<file path="src/rtl/seq_alu.sv">
// seq_alu: sequential ALU with a valid/ready request and result handshake.
// Most ops finish in one cycle; MUL and DIV iterate one bit per cycle.
module seq_alu #(
    parameter int WIDTH = 8
) (
    input  logic             clk,
    input  logic             rst,
    input  logic             in_valid,
    output logic             in_ready,
    input  logic [WIDTH-1:0] a,
    input  logic [WIDTH-1:0] b,
    input  logic [3:0]       opcode,
    output logic             out_valid,
    input  logic             out_ready,
    output logic [WIDTH-1:0] result,
    output logic [3:0]       flags,
    output logic             busy
);
    localparam int CW = $clog2(WIDTH) + 1;
    localparam logic [CW-1:0] LAST = CW'(WIDTH - 1);

    localparam logic [1:0] S_IDLE = 2'd0;
    localparam logic [1:0] S_EXEC = 2'd1;
    localparam logic [1:0] S_DONE = 2'd2;

    localparam logic [3:0] OP_MUL = 4'b0010;
    localparam logic [3:0] OP_DIV = 4'b0011;

    logic [1:0]         state_q, state_d;
    logic [CW-1:0]      cnt_q, cnt_d;
    logic [2*WIDTH-1:0] p_q, p_d;
    logic [WIDTH-1:0]   a_q, a_d;
    logic [WIDTH-1:0]   b_q, b_d;
    logic [WIDTH-1:0]   res_q, res_d;
    logic [3:0]         flg_q, flg_d;
    logic               div_q, div_d;

    logic [WIDTH:0]     sum, dif;
    logic [WIDTH-1:0]   s_res;
    logic               s_carry, s_err;
    logic               iter;

    logic [WIDTH:0]     m_sum, d_sh, d_sub;
    logic [2*WIDTH-1:0] it_nxt;

    // Single-cycle datapath, evaluated on the live request operands
    always_comb begin
        sum     = {1'b0, a} + {1'b0, b};
        dif     = {1'b0, a} - {1'b0, b};
        s_res   = '0;
        s_carry = 1'b0;
        s_err   = 1'b0;
        case (opcode)
            4'b0000: begin
                s_res   = sum[WIDTH-1:0];
                s_carry = sum[WIDTH];
            end
            4'b0001: begin
                s_res   = dif[WIDTH-1:0];
                s_carry = dif[WIDTH];
            end
            // Only taken as a single-cycle op when the divisor is zero
            4'b0011: s_err = 1'b1;
            4'b0100: s_res = {a[WIDTH-2:0], a[WIDTH-1]};
            4'b0101: s_res = {a[0], a[WIDTH-1:1]};
            4'b0110: begin
                if (a == '0) begin
                    s_res = '1;
                    s_err = 1'b1;
                end else begin
                    for (int i = 0; i < WIDTH; i++)
                        if (a[i]) s_res = WIDTH'(i);
                end
            end
            4'b0111: s_res = a ^ (a >> 1);
            4'b1000: begin
                if (sum[WIDTH]) begin
                    s_res   = '1;
                    s_carry = 1'b1;
                end else begin
                    s_res = sum[WIDTH-1:0];
                end
            end
            4'b1001: begin
                for (int i = 0; i < WIDTH; i++)
                    s_res = s_res + WIDTH'(a[i]);
            end
            4'b1010: s_res = a & b;
            4'b1011: s_res = a | b;
            4'b1100: s_res = ~a;
            4'b1101: s_res = a ^ b;
            4'b1110: s_res = {{(WIDTH-1){1'b0}}, a > b};
            4'b1111: s_res = {{(WIDTH-1){1'b0}}, a == b};
            default: ;
        endcase
    end

    assign iter = (opcode == OP_MUL) || (opcode == OP_DIV && b != '0);

    // One iteration step: shift-add multiply or restoring divide on p_q
    always_comb begin
        m_sum = {1'b0, p_q[2*WIDTH-1:WIDTH]}
              + {1'b0, {WIDTH{p_q[0]}} & a_q};
        d_sh  = {p_q[2*WIDTH-1:WIDTH], p_q[WIDTH-1]};
        d_sub = d_sh - {1'b0, b_q};
        if (div_q) begin
            if (d_sub[WIDTH])
                it_nxt = {d_sh[WIDTH-1:0], p_q[WIDTH-2:0], 1'b0};
            else
                it_nxt = {d_sub[WIDTH-1:0], p_q[WIDTH-2:0], 1'b1};
        end else begin
            it_nxt = {m_sum, p_q[WIDTH-1:1]};
        end
    end

    // Handshake FSM and result capture
    always_comb begin
        state_d = state_q;
        cnt_d   = cnt_q;
        p_d     = p_q;
        a_d     = a_q;
        b_d     = b_q;
        div_d   = div_q;
        res_d   = res_q;
        flg_d   = flg_q;
        case (state_q)
            S_IDLE: begin
                if (in_valid) begin
                    a_d = a;
                    b_d = b;
                    if (iter) begin
                        state_d = S_EXEC;
                        cnt_d   = '0;
                        div_d   = (opcode == OP_DIV);
                        p_d     = {{WIDTH{1'b0}}, (opcode == OP_DIV) ? a : b};
                    end else begin
                        state_d = S_DONE;
                        res_d   = s_res;
                        flg_d   = {s_res == '0, s_carry, s_res[WIDTH-1], s_err};
                    end
                end
            end
            S_EXEC: begin
                p_d   = it_nxt;
                cnt_d = cnt_q + 1'b1;
                if (cnt_q == LAST) begin
                    state_d = S_DONE;
                    res_d   = it_nxt[WIDTH-1:0];
                    flg_d   = {it_nxt[WIDTH-1:0] == '0,
                               ~div_q & (|it_nxt[2*WIDTH-1:WIDTH]),
                               it_nxt[WIDTH-1], 1'b0};
                end
            end
            S_DONE: begin
                if (out_ready) state_d = S_IDLE;
            end
            default: state_d = S_IDLE;
        endcase
    end

    // State registers with asynchronous reset
    always_ff @(posedge clk or posedge rst) begin
        if (rst) begin
            state_q <= S_IDLE;
            cnt_q   <= '0;
            p_q     <= '0;
            a_q     <= '0;
            b_q     <= '0;
            div_q   <= 1'b0;
            res_q   <= '0;
            flg_q   <= '0;
        end else begin
            state_q <= state_d;
            cnt_q   <= cnt_d;
            p_q     <= p_d;
            a_q     <= a_d;
            b_q     <= b_d;
            div_q   <= div_d;
            res_q   <= res_d;
            flg_q   <= flg_d;
        end
    end

    assign in_ready  = (state_q == S_IDLE);
    assign busy      = (state_q == S_EXEC);
    assign out_valid = (state_q == S_DONE);
    assign result    = res_q;
    assign flags     = flg_q;

endmodule

</file>
<file path="config.mk">
export PLATFORM = sky130hd
export DESIGN_NAME = seq_alu
export DESIGN_NICKNAME = d
export VERILOG_FILES = /design/src/rtl/seq_alu.sv
export SDC_FILE = /design/constraint.sdc
export NUM_CORES = 1
export LEC_CHECK = 0
export ABC_CLOCK_PERIOD_IN_PS = 3300
export BUFFER_PORTS_ARGS = -buffer_cell sky130_fd_sc_hd__buf_4
export CAP_MARGIN = 20
export CORE_UTILIZATION = 62
export DETAILED_ROUTE_END_ITERATION = 8
export GPL_TIMING_DRIVEN = 0
export PLACE_DENSITY_LB_ADDON = 0.25
export SLEW_MARGIN = 40
export SYNTH_ARGS = -nofsm -noshare
export SYNTH_HDL_FRONTEND = slang
export SYNTH_SLANG_ARGS = --single-unit
</file>
<file path="constraint.sdc">
create_clock -name clk -period 3.3 [get_ports clk]
set_input_delay 0.495 -clock clk [delete_from_list [all_inputs] [get_ports clk]]
set_output_delay 0.495 -clock clk [all_outputs]
set_load 0.1 [all_outputs]
</file>
==> flow_summary.json, run 1 <==
{
  "report.final.slew_viol_count": 0,
  "dp_slack_ns": -1.57,
  "core_area_um2": 8180,
  "antenna_found_initial": 0,
  "postLayoutCoreUtil": 0.723,
  "synth-compound-area-share": 0.259,
  "crit_type": "in -> reg",
  "worst_slack_ns": -0.961,
  "grt_pass1_wl_mm": 27.8,
  "synth_xor_area_frac": 0.0235,
  "yosys.cell_types.count": 78,
  "multiInputGateArea_um2": 3730,
  "register_area_um2": 1250,
  "start_util": 0.638,
  "end_kind": "register",
  "fmax_mhz": 235,
  "clock-sinks": 50,
  "min_path_type": "in -> async",
  "worstMarginPinSlew_ns": 0.662,
  "synth-main-ff-cell": "dfrtp_1",
  "dr.pass1.iters": 5,
  "synth_edf_count": 0,
  "num_rows": 33,
  "clkLatencyLatePin_ns": 0.31,
  "syn_nets": 715,
  "place.gp.congestion": 1.00,
  "grt_pass1_vias": 5113,
  "clock-skew-final_ns": 0.00920,
  "cp.required_ns": 3.53,
  "ir_drop_v": 0.000509,
  "ant_nets": 0,
  "start_kind": "input port",
  "hold_violations": 0,
  "violations": "negative setup slack",
  "cts_tree": "done",
  "syn_avg_cell_area_um2": 8.24,
  "routed-via-count": 5500,
  "status": "finished with violations",
  "fin_nets": 763,
  "viasPerCell": 7.00,
  "numPortBuffers": 36,
  "drive_gt1_frac": 0.169,
  "cap_violations": 0,
  "mappedNetlistArea_um2": 5210,
  "grt_setup_unrepaired": "yes",
  "ys_async_sr_fraction": 1.00,
  "track_usage": 0.424,
  "drt_iter0_markers": 773,
  "dp.final_hpwl_mm": 13.7,
  "yosys-top-cells-area": "dfrtp_1 24%, ha_1 12%, nand2_1 4.8%, inv_1 3.3%, fa_1 3.1%",
  "grt_overflow": 0,
  "yosysSeqAreaShare": 0.240,
  "grt_max_degree": 45,
  "die_y_um": 93.7,
  "avgRoutedWirePerCell_um": 23.0,
  "n_fill_cell": 633,
  "syn_inst": 633,
  "synthMuxAreaShare": 0.0430,
  "path_clk_slew_ns": 0.10,
  "mostFrequentLayoutCell": "nand2_1",
  "synthSimpleGateAreaFrac": 0.215,
  "final_cell_mix": "66 x nand2_1, 50 x dfrtp_1, 49 x ha_1",
  "path_max_fanout": 2,
  "timing.final.crit_share": 1.29,
  "routed_wl_mm": 18.1,
  "htree_levels": 2,
  "numCtsBuffers": 5,
  "yosysTopAreaCell": "dfrtp_1",
  "ioPinCount": 39,
  "critPathArrivalTime_ns": 4.49,
  "setup_viol": 5,
  "die_area_um2": 8780,
  "yosys_warnings": 0,
  "antenna_cells": 0,
  "fin_crit_ns": 4.26,
  "synth_seq_cells": 50,
  "powerDensity_nw_per_um2": 734,
  "leakage_nw": 2.68,
  "synth_top_family_by_area": "compound AO/OA/AOI/OAI gates",
  "dieWidth_um": 93.7,
  "p_total_mw": 4.34,
  "clock-root-buffer": "clkbuf_8",
  "slew_headroom": 0.559,
  "clockBufferDepth": 2,
  "synth-adder-area-share": 0.151,
  "synth_top_cell_area_share": 0.240,
  "area_growth_pct": 13.4,
  "drc": 0
}
## kinds of logic after synthesis
group / after synthesis
buffers and inverters: 84
XOR/XNOR: 14
flip-flops: 50
AO/OA/AOI/OAI: 188
adder cells (fa/ha/maj): 58
AND/OR/NAND/NOR: 218
multiplexers: 21
## cell type report
class / count / area share
Tap cell: 105 / 0.0222
Clock inverter: 1 / 0.00127
Timing Repair Buffer: 42 / 0.0601
Inverter: 48 / 0.0324
Multi-Input combinational cell: 499 / 0.631
Sequential cell: 50 / 0.212
Buffer: 35 / 0.0290
Clock buffer: 6 / 0.0123
## through the flow
stage	hold WS, ns	cells	area (µm²)	TNS [ns]
final	0.0471	786	5910	-2.18
after global routing	0.0438	786	5910	-2.42
after floorplan	0.472	633	5230	-1.52
after global placement	0.463	774	5640	-5.20
after CTS	0.0537	785	5860	-2.24
after detailed placement	0.388	775	5670	-5.38
## state kept, by name, summed over array words and instances (netlist names)
signal / flops
p_q: 16
a_q: 8
b_q: 8
result: 7
cnt_q: 4
flags: 4
state_q: 2
div_q: 1
## layer usage
layer | vias to the layer above | routed length (µm) | global-route usage
met1 | 2591 | 7490 | 0.608
met3 | 59 | 2460 | 0.126
met4 | 0 | 643 | 0.142
li1 | 2414 | - | -
met5 | - | 0 | 0
met2 | 436 | 7510 | 0.605
## synthesized netlist by cell type, drive strengths merged, types with 7 or more instances
library cell	instances
a311oi	10
o22ai	11
xnor2	11
a21oi	30
inv	48
o21bai	7
nand4	9
nand2b	14
o31ai	10
buf	20
ha	50
mux2	11
clkbuf	16
dfrtp	50
fa	8
a21o	18
nand2	66
and2	16
a211oi	16
nor2	39
mux2i	10
nor3	20
o21ai	28
nor2b	7
## path summary, 6_finish.rpt
path	startpoint	to	slack (ns)	cells past startpoint
max	a[3]	flags[3]	-0.96	15
min	rst	b_q[6]	0.05	2
max reg2reg	p_q[11]	flags[2]	0.15	9
min reg2reg	result[1]	result[1]	0.49	1
max in group asynchronous	rst	state_q[1]	2.81	3
min in group clk	out_ready	state_q[1]	0.38	2
## timing repair
action                                  CTS  global route
hold buffers                              0             0
buffers inserted                          4             1
resized for setup                        21             7
pin swaps                                13             5
endpoints found under the setup margin    6             6
## worst max-delay path, stage by stage
cell and delay, ns:
buf_12 0.08, clkinvlp_4 0.11, fa_1 0.53, fa_1 0.45, fa_2 0.56, inv_2 0.05
ha_4 0.16, fa_2 0.41, mux2_4 0.26, and3_4 0.18, o31a_1 0.26, nor3_2 0.18
nand4_1 0.12, or4_1 0.43, a31oi_1 0.21
## where the power goes
group / switching (mW) / internal [mW]
Combinational: 1.85 / 1.04
Clock: 0.212 / 0.146
Sequential: 0.238 / 0.855
No activity file was read; power rests on OpenSTA's default activity.
==> run 2: changes to the inputs <==
--- a/config.mk
+++ b/config.mk
@@ -8,9 +8,10 @@
 export ABC_CLOCK_PERIOD_IN_PS = 3300
 export BUFFER_PORTS_ARGS = -buffer_cell sky130_fd_sc_hd__buf_4
 export CAP_MARGIN = 20
-export CORE_UTILIZATION = 62
+export CORE_UTILIZATION = 55
 export DETAILED_ROUTE_END_ITERATION = 8
 export GPL_TIMING_DRIVEN = 0
+export HOLD_SLACK_MARGIN = 0.05
 export PLACE_DENSITY_LB_ADDON = 0.25
 export SLEW_MARGIN = 40
 export SYNTH_ARGS = -nofsm -noshare
==> run 2 against run 1 <==
- the run still ends with negative setup slack left
- setup slack better by 0.091 ns
- total power up 0.26%
- utilization down 7.6 points
- cell area up 0.74%
- wire length down 6.1%
- critical path type unchanged
==> flow_summary.json, run 2 (synthesis gave the netlist of run 1 again) <==
{
  "status": "finished with violations",
  "violations": "negative setup slack",
  "track_usage": 0.355,
  "dr.pass1.iters": 5,
  "num_rows": 35,
  "drc": 0,
  "worst_slack_ns": -0.870,
  "start_kind": "input port",
  "ioPinCount": 39,
  "routed_wl_mm": 17.0,
  "slew_headroom": 0.367,
  "min_path_type": "in -> async",
  "clockBufferDepth": 2,
  "report.final.slew_viol_count": 0,
  "grt_max_degree": 37,
  "clock-root-buffer": "clkbuf_8",
  "ir_drop_v": 0.000553,
  "final_cell_mix": "66 x nand2_1, 50 x dfrtp_1, 49 x ha_1",
  "clkLatencyLatePin_ns": 0.31,
  "clock-skew-final_ns": 0.0106,
  "cts_tree": "done",
  "routed-via-count": 5232,
  "grt_setup_unrepaired": "yes",
  "cp_common_cell": "fa_1",
  "fin_tns_setup_ns": -1.76,
  "core_area_um2": 9200,
  "crit_type": "in -> reg",
  "critPathArrivalTime_ns": 4.41,
  "design_area_um2": 5960,
  "mostFrequentLayoutCell": "nand2_1",
  "hold_violations": 0,
  "crit_buf_inv": 3,
  "avgRoutedWirePerCell_um": 21.4,
  "dieWidth_um": 99.4,
  "slowest_stage": "fa_1",
  "dp.final_hpwl_mm": 13.1,
  "end_kind": "register",
  "drt_iter0_markers": 427,
  "grt_overflow": 0,
  "layout.cells.non_filler": 794,
  "critPathMaxStageDelay_ns": 0.56,
  "fin_crit_ns": 4.17,
  "fin_nets": 765,
  "antenna_cells": 0,
  "place_inst": 781,
  "numCtsBuffers": 5,
  "setup_viol": 4,
  "path_clk_slew_ns": 0.10,
  "regMostFlops": "p_q",
  "register_area_um2": 1250,
  "powerDensity_nw_per_um2": 731,
  "viasPerCell": 6.59,
  "htree_levels": 2,
  "grt_pass1_vias": 5024,
  "timing.final.crit_share": 1.26,
  "path_max_fanout": 2,
  "multiInputGateArea_um2": 3710,
  "fmax_mhz": 240,
  "numPortBuffers": 36,
  "place.gp.congestion": 1.00,
  "cts_hold_buf": 0,
  "cap_violations": 0,
  "dpl_cell_area_um2": 5670,
  "die_area_um2": 9870,
  "p_total_mw": 4.35,
  "crit_chain": "buf_12 -> clkinvlp_4 -> fa_1 -> fa_1 -> fa_1 -> inv_2 -> ha_4 -> fa_2 -> mux2_4 -> and3_4 -> o31a_1 -> nor3_2 -> nand4_1 -> or4_4 -> a31oi_1",
  "die_y_um": 99.4,
  "cp.required_ns": 3.54,
  "worstMarginPinSlew_ns": 0.937,
  "dp_slack_ns": -1.56,
  "leakage_nw": 2.70,
  "clock-sinks": 50,
  "grt_pass1_wl_mm": 26.9,
  "drive_gt1_frac": 0.170,
  "postLayoutCoreUtil": 0.648,
  "ant_nets": 0,
  "area_growth_pct": 14.3,
  "holdWs_ns": 0.0914,
  "start_util": 0.567,
  "antenna_found_initial": 0,
  "top_regs": "p_q: 16 flops, a_q: 8 flops, b_q: 8 flops",
  "critPathTopFamily": "adder cells",
  "n_fill_cell": 811,
  "largest_register_ffs": 16
}
[run 2: cell types whose count changed in the layout (fill, tap and decap cells not counted), moves of 2 or more]
cell,delta
buf_8,-2
buf_4,+2
inv_4,-2
a211oi_2,+3
a21oi_1,+2
buf_12,+2
a211oi_1,-3
[run 2: path summary, 6_finish.rpt]
path | cells after the start | startpoint | slack (ns) | end
min in group clk | 2 | out_ready | 0.36 | state_q[1]
max in group asynchronous | 3 | rst | 2.75 | a_q[3]
hold / removal | 2 | rst | 0.09 | state_q[0]
setup / recovery | 15 | a[1] | -0.87 | flags[3]
hold reg to reg | 1 | result[1] | 0.49 | result[1]
setup reg to reg | 10 | p_q[11] | 0.13 | flags[2]
[run 2: final cells by class]
type / instances / area share
Timing Repair Buffer: 44 / 0.0639
Inverter: 48 / 0.0326
Tap cell: 111 / 0.0233
Sequential cell: 50 / 0.210
Clock buffer: 5 / 0.0116
Multi-Input combinational cell: 499 / 0.623
Buffer: 35 / 0.0288
Clock inverter: 2 / 0.00651
[run 2: what timing repair did]
| item | in CTS | in global routing |
|---|---|---|
| buffers inserted | 14 | 0 |
| gates cloned | 0 | 0 |
| pin swaps | 10 | 7 |
| setup endpoints to repair | 7 | 8 |
| resized for setup | 25 | 5 |
[run 2: where the power goes]
| group | internal, mW | switching (mW) |
|---|---|---|
| Combinational | 1.05 | 1.80 |
| Clock | 0.223 | 0.209 |
| Sequential | 0.856 | 0.215 |
[run 2: per-layer routing]
layer | part of all wire | wire [µm] | up-vias | track usage
met3 | 0.11 | 1870 | 37 | 0.0885
met2 | 0.43 | 7290 | 290 | 0.526
met1 | 0.44 | 7430 | 2491 | 0.513
met4 | 0.024 | 410 | 0 | 0.102
li1 | - | - | 2414 | -
met5 | 0 | 0 | - | 0
[run 2: worst register-to-register path: stages (launching register included)]
cell and delay [ns]:
dfrtp_1 0.44, ha_1 0.38, a21o_1 0.19, a2111oi_0 0.41, a21oi_1 0.26, xnor2_2 0.29, buf_4 0.23, mux2i_1 0.25
o21bai_1 0.12, nor4_1 0.36, a21oi_1 0.12
